[src/rtl/graphics_pkg.sv]
`default_nettype none
// ============================================================================
// Module  : graphics_pkg
// Brief   : VGA 640x480@60 timing defaults and colour palette shared with the
//           sprite renderers.
// Rev     : 1.0
// ============================================================================
package graphics_pkg;

    localparam int COORD_W = 16;
    localparam int COLOR_W = 24;

    localparam int VGA_H_ACTIVE = 640;
    localparam int VGA_H_FP     = 16;
    localparam int VGA_H_SYNC   = 96;
    localparam int VGA_H_BP     = 48;
    localparam int VGA_V_ACTIVE = 480;
    localparam int VGA_V_FP     = 10;
    localparam int VGA_V_SYNC   = 2;
    localparam int VGA_V_BP     = 33;

    localparam int VGA_H_TOTAL = VGA_H_ACTIVE + VGA_H_FP + VGA_H_SYNC + VGA_H_BP;
    localparam int VGA_V_TOTAL = VGA_V_ACTIVE + VGA_V_FP + VGA_V_SYNC + VGA_V_BP;

    localparam logic [COLOR_W-1:0] BLACK = 24'h000000;
    localparam logic [COLOR_W-1:0] WHITE = 24'hFFFFFF;
    localparam logic [COLOR_W-1:0] GRAY  = 24'h808080;
    localparam logic [COLOR_W-1:0] RED   = 24'hFF0000;
    localparam logic [COLOR_W-1:0] GREEN = 24'h00FF00;
    localparam logic [COLOR_W-1:0] BLUE  = 24'h0000FF;

    // Inclusive window test used for the sync pulses.
    function automatic logic in_range(input logic [COORD_W-1:0] val,
                                      input logic [COORD_W-1:0] lo,
                                      input logic [COORD_W-1:0] hi);
        return (val >= lo) && (val <= hi);
    endfunction

endpackage
`default_nettype wire

[src/rtl/vga_timing_gen_if.sv]
`default_nettype none
// ============================================================================
// Module  : vga_timing_gen_if
// Brief   : Scan coordinates / colour return from the renderers and the
//           registered video signals toward the DAC.
// Rev     : 1.0
// ============================================================================
interface vga_timing_gen_if;
    import graphics_pkg::*;

    logic [COORD_W-1:0] pixel_x;
    logic [COORD_W-1:0] pixel_y;
    logic               pix_en;
    logic               frame_start;
    logic [COLOR_W-1:0] color_in;
    logic [COLOR_W-1:0] rgb_out;
    logic               hsync;
    logic               vsync;
    logic               blank;

    modport master (
        output pixel_x, pixel_y, pix_en, frame_start,
        output rgb_out, hsync, vsync, blank,
        input  color_in
    );

    modport slave (
        input  pixel_x, pixel_y, pix_en, frame_start,
        input  rgb_out, hsync, vsync, blank,
        output color_in
    );
endinterface
`default_nettype wire

[src/rtl/vga_pix_div.sv]
`default_nettype none
// ============================================================================
// Module  : vga_pix_div
// Brief   : System-clock divider producing the one-clock pixel enable.
// Rev     : 1.0
// ============================================================================
module vga_pix_div #(
    parameter int CLK_DIV = 2
) (
    input  logic clk,
    input  logic rst,
    output logic pix_en
);
    localparam int               CNT_W = (CLK_DIV > 1) ? $clog2(CLK_DIV) : 1;
    localparam logic [CNT_W-1:0] LAST  = CNT_W'(CLK_DIV - 1);

    logic [CNT_W-1:0] div_cnt_q;
    logic [CNT_W-1:0] div_cnt_d;

    always_comb begin
        div_cnt_d = (div_cnt_q == LAST) ? '0 : div_cnt_q + 1'b1;
    end

    always_ff @(posedge clk or posedge rst) begin
        if (rst) begin
            div_cnt_q <= '0;
        end else begin
            div_cnt_q <= div_cnt_d;
        end
    end

    // Gating with rst keeps the enable low in the reset clock even when CLK_DIV=1.
    assign pix_en = ~rst && (div_cnt_q == LAST);

endmodule
`default_nettype wire

[src/rtl/vga_timing_gen.sv]
`default_nettype none
// ============================================================================
// Module  : vga_timing_gen
// Brief   : 640x480 scan counters plus registered RGB/sync/blank output stage.
// Rev     : 1.0
// ============================================================================
module vga_timing_gen
    import graphics_pkg::*;
#(
    parameter int   H_ACTIVE    = VGA_H_ACTIVE,
    parameter int   H_FP        = VGA_H_FP,
    parameter int   H_SYNC      = VGA_H_SYNC,
    parameter int   H_BP        = VGA_H_BP,
    parameter int   V_ACTIVE    = VGA_V_ACTIVE,
    parameter int   V_FP        = VGA_V_FP,
    parameter int   V_SYNC      = VGA_V_SYNC,
    parameter int   V_BP        = VGA_V_BP,
    parameter int   CLK_DIV     = 2,
    parameter logic SYNC_ACTIVE = 1'b0
) (
    input  logic             clk,
    input  logic             rst,
    vga_timing_gen_if.master vga
);
    localparam int H_TOTAL = H_ACTIVE + H_FP + H_SYNC + H_BP;
    localparam int V_TOTAL = V_ACTIVE + V_FP + V_SYNC + V_BP;

    localparam logic [COORD_W-1:0] H_LAST    = COORD_W'(H_TOTAL - 1);
    localparam logic [COORD_W-1:0] V_LAST    = COORD_W'(V_TOTAL - 1);
    localparam logic [COORD_W-1:0] H_ACT_END = COORD_W'(H_ACTIVE);
    localparam logic [COORD_W-1:0] V_ACT_END = COORD_W'(V_ACTIVE);
    localparam logic [COORD_W-1:0] H_SYNC_LO = COORD_W'(H_ACTIVE + H_FP);
    localparam logic [COORD_W-1:0] H_SYNC_HI = COORD_W'(H_ACTIVE + H_FP + H_SYNC - 1);
    localparam logic [COORD_W-1:0] V_SYNC_LO = COORD_W'(V_ACTIVE + V_FP);
    localparam logic [COORD_W-1:0] V_SYNC_HI = COORD_W'(V_ACTIVE + V_FP + V_SYNC - 1);

    logic               pix_en;
    logic [COORD_W-1:0] h_q, h_d;
    logic [COORD_W-1:0] v_q, v_d;
    logic [COLOR_W-1:0] rgb_q, rgb_d;
    logic               blank_q, blank_d;
    logic               hsync_q, hsync_d;
    logic               vsync_q, vsync_d;
    logic               h_wrap;
    logic               active;

    vga_pix_div #(
        .CLK_DIV (CLK_DIV)
    ) u_pix_div (
        .clk    (clk),
        .rst    (rst),
        .pix_en (pix_en)
    );

    assign h_wrap = (h_q == H_LAST);
    assign active = (h_q < H_ACT_END) && (v_q < V_ACT_END);

    always_comb begin
        h_d     = h_q;
        v_d     = v_q;
        rgb_d   = rgb_q;
        blank_d = blank_q;
        hsync_d = hsync_q;
        vsync_d = vsync_q;
        if (pix_en) begin
            h_d = h_wrap ? '0 : h_q + 1'b1;
            if (h_wrap) begin
                v_d = (v_q == V_LAST) ? '0 : v_q + 1'b1;
            end
            // Output stage samples the pixel the counters are leaving.
            blank_d = ~active;
            rgb_d   = active ? vga.color_in : BLACK;
            hsync_d = in_range(h_q, H_SYNC_LO, H_SYNC_HI) ? SYNC_ACTIVE : ~SYNC_ACTIVE;
            vsync_d = in_range(v_q, V_SYNC_LO, V_SYNC_HI) ? SYNC_ACTIVE : ~SYNC_ACTIVE;
        end
    end

    always_ff @(posedge clk or posedge rst) begin
        if (rst) begin
            h_q     <= '0;
            v_q     <= '0;
            rgb_q   <= BLACK;
            blank_q <= 1'b1;
            hsync_q <= ~SYNC_ACTIVE;
            vsync_q <= ~SYNC_ACTIVE;
        end else begin
            h_q     <= h_d;
            v_q     <= v_d;
            rgb_q   <= rgb_d;
            blank_q <= blank_d;
            hsync_q <= hsync_d;
            vsync_q <= vsync_d;
        end
    end

    assign vga.pixel_x     = h_q;
    assign vga.pixel_y     = v_q;
    assign vga.pix_en      = pix_en;
    assign vga.frame_start = pix_en && (h_q == '0) && (v_q == '0);
    assign vga.rgb_out     = rgb_q;
    assign vga.blank       = blank_q;
    assign vga.hsync       = hsync_q;
    assign vga.vsync       = vsync_q;

endmodule
`default_nettype wire

[src/flat_wrapper.sv]
// flat-port wrapper written by rule: the top's interface ports become plain ports
module vga_timing_gen_flat import graphics_pkg::*;
#(
    parameter int   H_ACTIVE    = VGA_H_ACTIVE,
    parameter int   H_FP        = VGA_H_FP,
    parameter int   H_SYNC      = VGA_H_SYNC,
    parameter int   H_BP        = VGA_H_BP,
    parameter int   V_ACTIVE    = VGA_V_ACTIVE,
    parameter int   V_FP        = VGA_V_FP,
    parameter int   V_SYNC      = VGA_V_SYNC,
    parameter int   V_BP        = VGA_V_BP,
    parameter int   CLK_DIV     = 2,
    parameter logic SYNC_ACTIVE = 1'b0
)
  (clk, rst, vga_pixel_x, vga_pixel_y, vga_pix_en, vga_frame_start, vga_rgb_out, vga_hsync, vga_vsync, vga_blank, vga_color_in);
  vga_timing_gen_if vga_i ();
  input  logic clk;
  input  logic rst;
  output wire logic [$bits(vga_i.pixel_x)-1:0] vga_pixel_x;
  output wire logic [$bits(vga_i.pixel_y)-1:0] vga_pixel_y;
  output wire logic [$bits(vga_i.pix_en)-1:0] vga_pix_en;
  output wire logic [$bits(vga_i.frame_start)-1:0] vga_frame_start;
  output wire logic [$bits(vga_i.rgb_out)-1:0] vga_rgb_out;
  output wire logic [$bits(vga_i.hsync)-1:0] vga_hsync;
  output wire logic [$bits(vga_i.vsync)-1:0] vga_vsync;
  output wire logic [$bits(vga_i.blank)-1:0] vga_blank;
  input wire logic [$bits(vga_i.color_in)-1:0] vga_color_in;
  assign vga_pixel_x = vga_i.pixel_x;
  assign vga_pixel_y = vga_i.pixel_y;
  assign vga_pix_en = vga_i.pix_en;
  assign vga_frame_start = vga_i.frame_start;
  assign vga_rgb_out = vga_i.rgb_out;
  assign vga_hsync = vga_i.hsync;
  assign vga_vsync = vga_i.vsync;
  assign vga_blank = vga_i.blank;
  assign vga_i.color_in = vga_color_in;
  vga_timing_gen #(.H_ACTIVE(H_ACTIVE), .H_FP(H_FP), .H_SYNC(H_SYNC), .H_BP(H_BP), .V_ACTIVE(V_ACTIVE), .V_FP(V_FP), .V_SYNC(V_SYNC), .V_BP(V_BP), .CLK_DIV(CLK_DIV), .SYNC_ACTIVE(SYNC_ACTIVE)) u_core (.clk(clk), .rst(rst), .vga(vga_i));
endmodule
[config.mk]
export PLATFORM = sky130hd
export DESIGN_NAME = vga_timing_gen_flat
export DESIGN_NICKNAME = d
export VERILOG_FILES = /design/src/rtl/graphics_pkg.sv /design/src/rtl/vga_timing_gen_if.sv /design/src/rtl/vga_pix_div.sv /design/src/rtl/vga_timing_gen.sv /design/src/flat_wrapper.sv
export SDC_FILE = /design/constraint.sdc
export NUM_CORES = 1
export LEC_CHECK = 0
export CORE_ASPECT_RATIO = 1.75
export CORE_MARGIN = 4
export CORE_UTILIZATION = 45
export CTS_BUF_LIST = sky130_fd_sc_hd__clkbuf_8
export CTS_CLUSTER_DIAMETER = 40
export DETAILED_ROUTE_END_ITERATION = 8
export GPL_TIMING_DRIVEN = 0
export PLACE_DENSITY_LB_ADDON = 0.15
export SYNTH_ARGS = -nofsm -noshare
export SYNTH_HDL_FRONTEND = slang
export SYNTH_HIERARCHICAL = 1
export SYNTH_SLANG_ARGS = --single-unit
[constraint.sdc]
create_clock -name clk -period 3.16 [get_ports clk]
set_input_delay 0.316 -clock clk [delete_from_list [all_inputs] [get_ports clk]]
set_output_delay 0.316 -clock clk [all_outputs]
set_load 0.01 [all_outputs]
==> impl_metrics.xml <==
<?xml version="1.0" encoding="UTF-8"?>
<metrics>
  <group name="drt">
    <metric name="drt_pre_antenna_iters" unit="">4</metric>
    <metric name="routed_wire_length_per_instance" unit="um">18.17</metric>
    <metric name="drc" unit="">0</metric>
    <metric name="routed_wirelength" unit="um">8267</metric>
    <metric name="vias" unit="">2555</metric>
    <metric name="first_iter_violations" unit="">144</metric>
    <metric name="final_antenna_net_count" unit="">0</metric>
    <metric name="via_per_inst" unit="">5.615</metric>
  </group>
  <group name="floorplanning">
    <metric name="fp.coreArea" unit="sq um">6276</metric>
    <metric name="top_ports" unit="">87</metric>
    <metric name="initial_cell_density_of_the_core" unit="">0.4711</metric>
    <metric name="chipWidth" unit="um">69.28</metric>
    <metric name="die-area" unit="sq um">7983</metric>
    <metric name="placement_rows" unit="">38</metric>
    <metric name="fp.dieH" unit="um">115.2</metric>
  </group>
  <group name="cells_and_area">
    <metric name="layout_commonest_cell" unit="">sky130_fd_sc_hd__clkdlybuf4s50_1</metric>
    <metric name="layout_area_growth_over_synthesis" unit="%">40.96</metric>
    <metric name="core_occupancy_in_the_finished_layout" unit="">0.6641</metric>
    <metric name="layout.cells.most_common_list" unit="">sky130_fd_sc_hd__clkdlybuf4s50_1, sky130_fd_sc_hd__dfrtp_1, sky130_fd_sc_hd__a22o_1</metric>
    <metric name="filler_cell_count" unit="">522</metric>
    <metric name="layout_cells_sized_above_1" unit="">0.1120</metric>
    <metric name="n_antenna_cell" unit="">0</metric>
    <metric name="design.final.nets" unit="">400</metric>
    <metric name="final-instance-count-excl-fill" unit="">455</metric>
  </group>
  <group name="hold_path">
    <metric name="timing.hold.worst.class" unit="">primary input to async pin</metric>
  </group>
  <group name="timing">
    <metric name="worst_pin_slew" unit="ns">0.9858</metric>
    <metric name="achievable-frequency" unit="GHz">0.3474</metric>
    <metric name="slew_viol_final" unit="">0</metric>
    <metric name="worst_clock_skew" unit="ns">0.004489</metric>
    <metric name="relative_slew_slack" unit="">0.3368</metric>
    <metric name="final.hold.worst_slack" unit="ns">0.2373</metric>
    <metric name="finalHoldViolCount" unit="">0</metric>
    <metric name="final.min_clock_period" unit="ns">2.878</metric>
    <metric name="grt_setup_unrepaired" unit="">no</metric>
    <metric name="setup_viol" unit="">0</metric>
    <metric name="final_worst_path_period_share" unit="">0.9109</metric>
    <metric name="setup_tns" unit="ns">0</metric>
  </group>
  <group name="global_routing">
    <metric name="global_route_wire_length_before_repair" unit="um">13520</metric>
    <metric name="grt_max_degree" unit="">38</metric>
    <metric name="antenna_violations_before_repair" unit="">0</metric>
    <metric name="grt_usage" unit="">0.2155</metric>
    <metric name="overflow" unit="">0</metric>
    <metric name="number_of_global_route_vias_before_repair" unit="">2637</metric>
  </group>
  <group name="setup_path">
    <metric name="endpoint_kind" unit="">output pin</metric>
    <metric name="slowest_stage" unit="">sky130_fd_sc_hd__clkdlybuf4s50_1</metric>
    <metric name="cp-start-kind" unit="">flop</metric>
    <metric name="max_stage_delay" unit="ns">0.58</metric>
    <metric name="critical_path_arrival" unit="ns">2.56</metric>
    <metric name="critical-path-top-delay-family" unit="">simple AND/OR/NAND/NOR gates</metric>
    <metric name="path_cells" unit="">nor4_4 -&gt; nand2_1 -&gt; or4_1 -&gt; nor3_1 -&gt; clkdlybuf4s50_1</metric>
    <metric name="setup.worst_path.class" unit="">flop to output pin</metric>
    <metric name="crit_buf_inv" unit="">1</metric>
    <metric name="crit_path_max_fanout" unit="">5</metric>
    <metric name="worst-endpoint-required" unit="ns">2.84</metric>
  </group>
  <group name="placement">
    <metric name="routabilityCongestion" unit="">0.8860</metric>
    <metric name="dpl.cell_count" unit="">437</metric>
    <metric name="port-buffer-count" unit="">86</metric>
    <metric name="post-dp-hpwl" unit="um">6086</metric>
  </group>
  <group name="cts">
    <metric name="cts.sink_count" unit="">60</metric>
    <metric name="root_buffer" unit="">sky130_fd_sc_hd__clkbuf_8</metric>
    <metric name="clk_buf_depth" unit="">2</metric>
    <metric name="cts_tree" unit="">built</metric>
    <metric name="number_of_buffers_created_by_cts" unit="">9</metric>
    <metric name="clk_pin_slew_worst_paths" unit="ns">0.06</metric>
    <metric name="skew_pair_late_insertion_delay" unit="ns">0.34</metric>
    <metric name="cts_max_level" unit="">3</metric>
    <metric name="holdBufCountCts" unit="">0</metric>
  </group>
  <group name="status">
    <metric name="outcome" unit="">completed</metric>
  </group>
  <group name="logic_synthesis">
    <metric name="synth.yosys.seq_area_share" unit="">0.5091</metric>
    <metric name="synth_edf_count" unit="">0</metric>
    <metric name="synth.cell_area" unit="sq um">2957</metric>
    <metric name="postSynth.asyncResetShare" unit="">1.000</metric>
    <metric name="net_count_after_synthesis" unit="">300</metric>
    <metric name="ys_dominant_reg_cell" unit="">sky130_fd_sc_hd__dfrtp_1</metric>
    <metric name="syn_avg_cell_area" unit="sq um">10.95</metric>
    <metric name="netlist_instances" unit="">270</metric>
    <metric name="ys_seq_elements" unit="">60</metric>
    <metric name="post_synth_num_cell_types" unit="">47</metric>
    <metric name="yosysWarnings" unit="">6</metric>
  </group>
  <group name="power">
    <metric name="p_leak" unit="nW">1.785</metric>
    <metric name="vdd.ir_drop.worst" unit="uV">307.4</metric>
    <metric name="power_per_cell_area" unit="nW/um^2">432.3</metric>
  </group>
  <group name="job">
    <metric name="drv_cap" unit="">0</metric>
  </group>
</metrics>
==> power by group <==
group	switching, mW	internal [mW]	total (mW)
Sequential	0.0432	0.798	0.841
Clock	0.300	0.401	0.702
Combinational	0.131	0.128	0.259
Total	0.475	1.33	1.80
==> layout make-up <==
type                    count  area [sq um]  share of cell area
flip-flops and latches     60          1505              0.3612
well taps                  80         100.1             0.02402
clock inverters             5         51.30             0.01231
plain buffers              12         116.4             0.02792
repair buffers             89         895.9              0.2150
multi-input cells         181          1280              0.3071
inverters                  17         67.56             0.01621
clock buffers              11         151.4             0.03633
==> state kept, by name, summed over array words and instances, names as in the netlist <==
name and cells:
u_core/vga.pixel_x 16, u_core/vga.blank 1, u_core/vga.rgb_out 24, u_core/vga.hsync 1, u_core/vga.pixel_y 16, u_core/u_pix_div/div_cnt_q 1
u_core/vga.vsync 1
==> stage by stage <==
step	total power [mW]	setup WS [ns]	cell area, sq um
final	1.802	0.2815	4168
after global routing	1.883	0.06138	4168
after CTS	1.822	0.09735	4140
after detailed placement	1.114	0.1011	3938
after global placement	1.104	0.1587	3918
after floorplan	0.9708	1.200	2957
==> kinds of logic after synthesis <==
logic type                 Yosys count  share of synthesized area
adders and majority gates            4                    0.01693
xor gates and xnor gates            20                    0.05924
AOI/OAI and AO/OA                   46                     0.1206
muxes                                4                    0.01354
and+or+nand+nor                    107                     0.2196
buffers and inverters               29                    0.06094
DFF                                 60                     0.5091
==> cells in the mapped netlist, types with 2 or more instances <==
cell type                   number  area (sq um)
sky130_fd_sc_hd__dfstp_2         3         78.83
sky130_fd_sc_hd__and4_1          3         26.28
sky130_fd_sc_hd__nor4b_1         3         26.28
sky130_fd_sc_hd__a2111oi_0       2         17.52
sky130_fd_sc_hd__inv_1          16         60.06
sky130_fd_sc_hd__nand4_1        13         81.33
sky130_fd_sc_hd__buf_6           2         22.52
sky130_fd_sc_hd__xnor2_1        10         87.58
sky130_fd_sc_hd__and3_1          5         31.28
sky130_fd_sc_hd__o21ai_0         6         30.03
sky130_fd_sc_hd__xor2_1         10         87.58
sky130_fd_sc_hd__and2_1          4         25.02
sky130_fd_sc_hd__nor3_1         13         65.06
sky130_fd_sc_hd__a21oi_1         2         10.01
sky130_fd_sc_hd__nand2_1        18         67.56
sky130_fd_sc_hd__clkbuf_1        3         11.26
sky130_fd_sc_hd__nand4b_1        2         17.52
sky130_fd_sc_hd__buf_2           3         15.01
sky130_fd_sc_hd__mux2i_1         4         40.04
sky130_fd_sc_hd__clkbuf_8        2         27.53
sky130_fd_sc_hd__a22o_1         24         210.2
sky130_fd_sc_hd__a211oi_1        5         37.54
sky130_fd_sc_hd__nor2_1         13         48.80
sky130_fd_sc_hd__ha_1            4         50.05
sky130_fd_sc_hd__nand3_1        19         95.09
sky130_fd_sc_hd__o22ai_1         3         18.77
sky130_fd_sc_hd__or4_1           2         15.01
sky130_fd_sc_hd__dfrtp_1        57          1426
==> repair_timing <==
item                                    in CTS  in global routing
gates resized for setup                      0                  2
endpoints found under the setup margin       0                  1
buffers inserted                             0                  2
endpoints found under the hold margin        0                  0
==> worst register-to-register path: cells and delay by family (launching register included) <==
kind / cells / cell delay [ns]
AND/OR/NAND/NOR: 4 / 1.28
flip-flops: 1 / 0.35
buffers and inverters: 1 / 0.26
XOR/XNOR: 1 / 0.18
==> worst paths after layout <==
check | startpoint | end | slack [ns] | cells past startpoint
worst max-delay path | u_core/vga.pixel_y[10] | vga_frame_start | 0.28 | 5
worst min-delay path | rst | u_core/u_pix_div/div_cnt_q | 0.24 | 2
worst max register to register | u_core/u_pix_div/div_cnt_q | u_core/vga.pixel_y[10] | 0.97 | 6
worst min register to register | u_core/u_pix_div/div_cnt_q | u_core/u_pix_div/div_cnt_q | 0.42 | 1
max in group asynchronous | rst | u_core/vga.hsync | 2.05 | 3
min in group clk | u_core/u_pix_div/div_cnt_q | u_core/u_pix_div/div_cnt_q | 0.42 | 1
==> routing by layer <==
metal,GRT usage,vias to the layer above,wire length [um]
met5,0,-,0
met4,0.08735,0,159
met3,0.06124,14,412
met2,0.3916,99,4521
met1,0.2341,1250,3173
li1,-,1192,-
(Power assumes the default switching activity.)
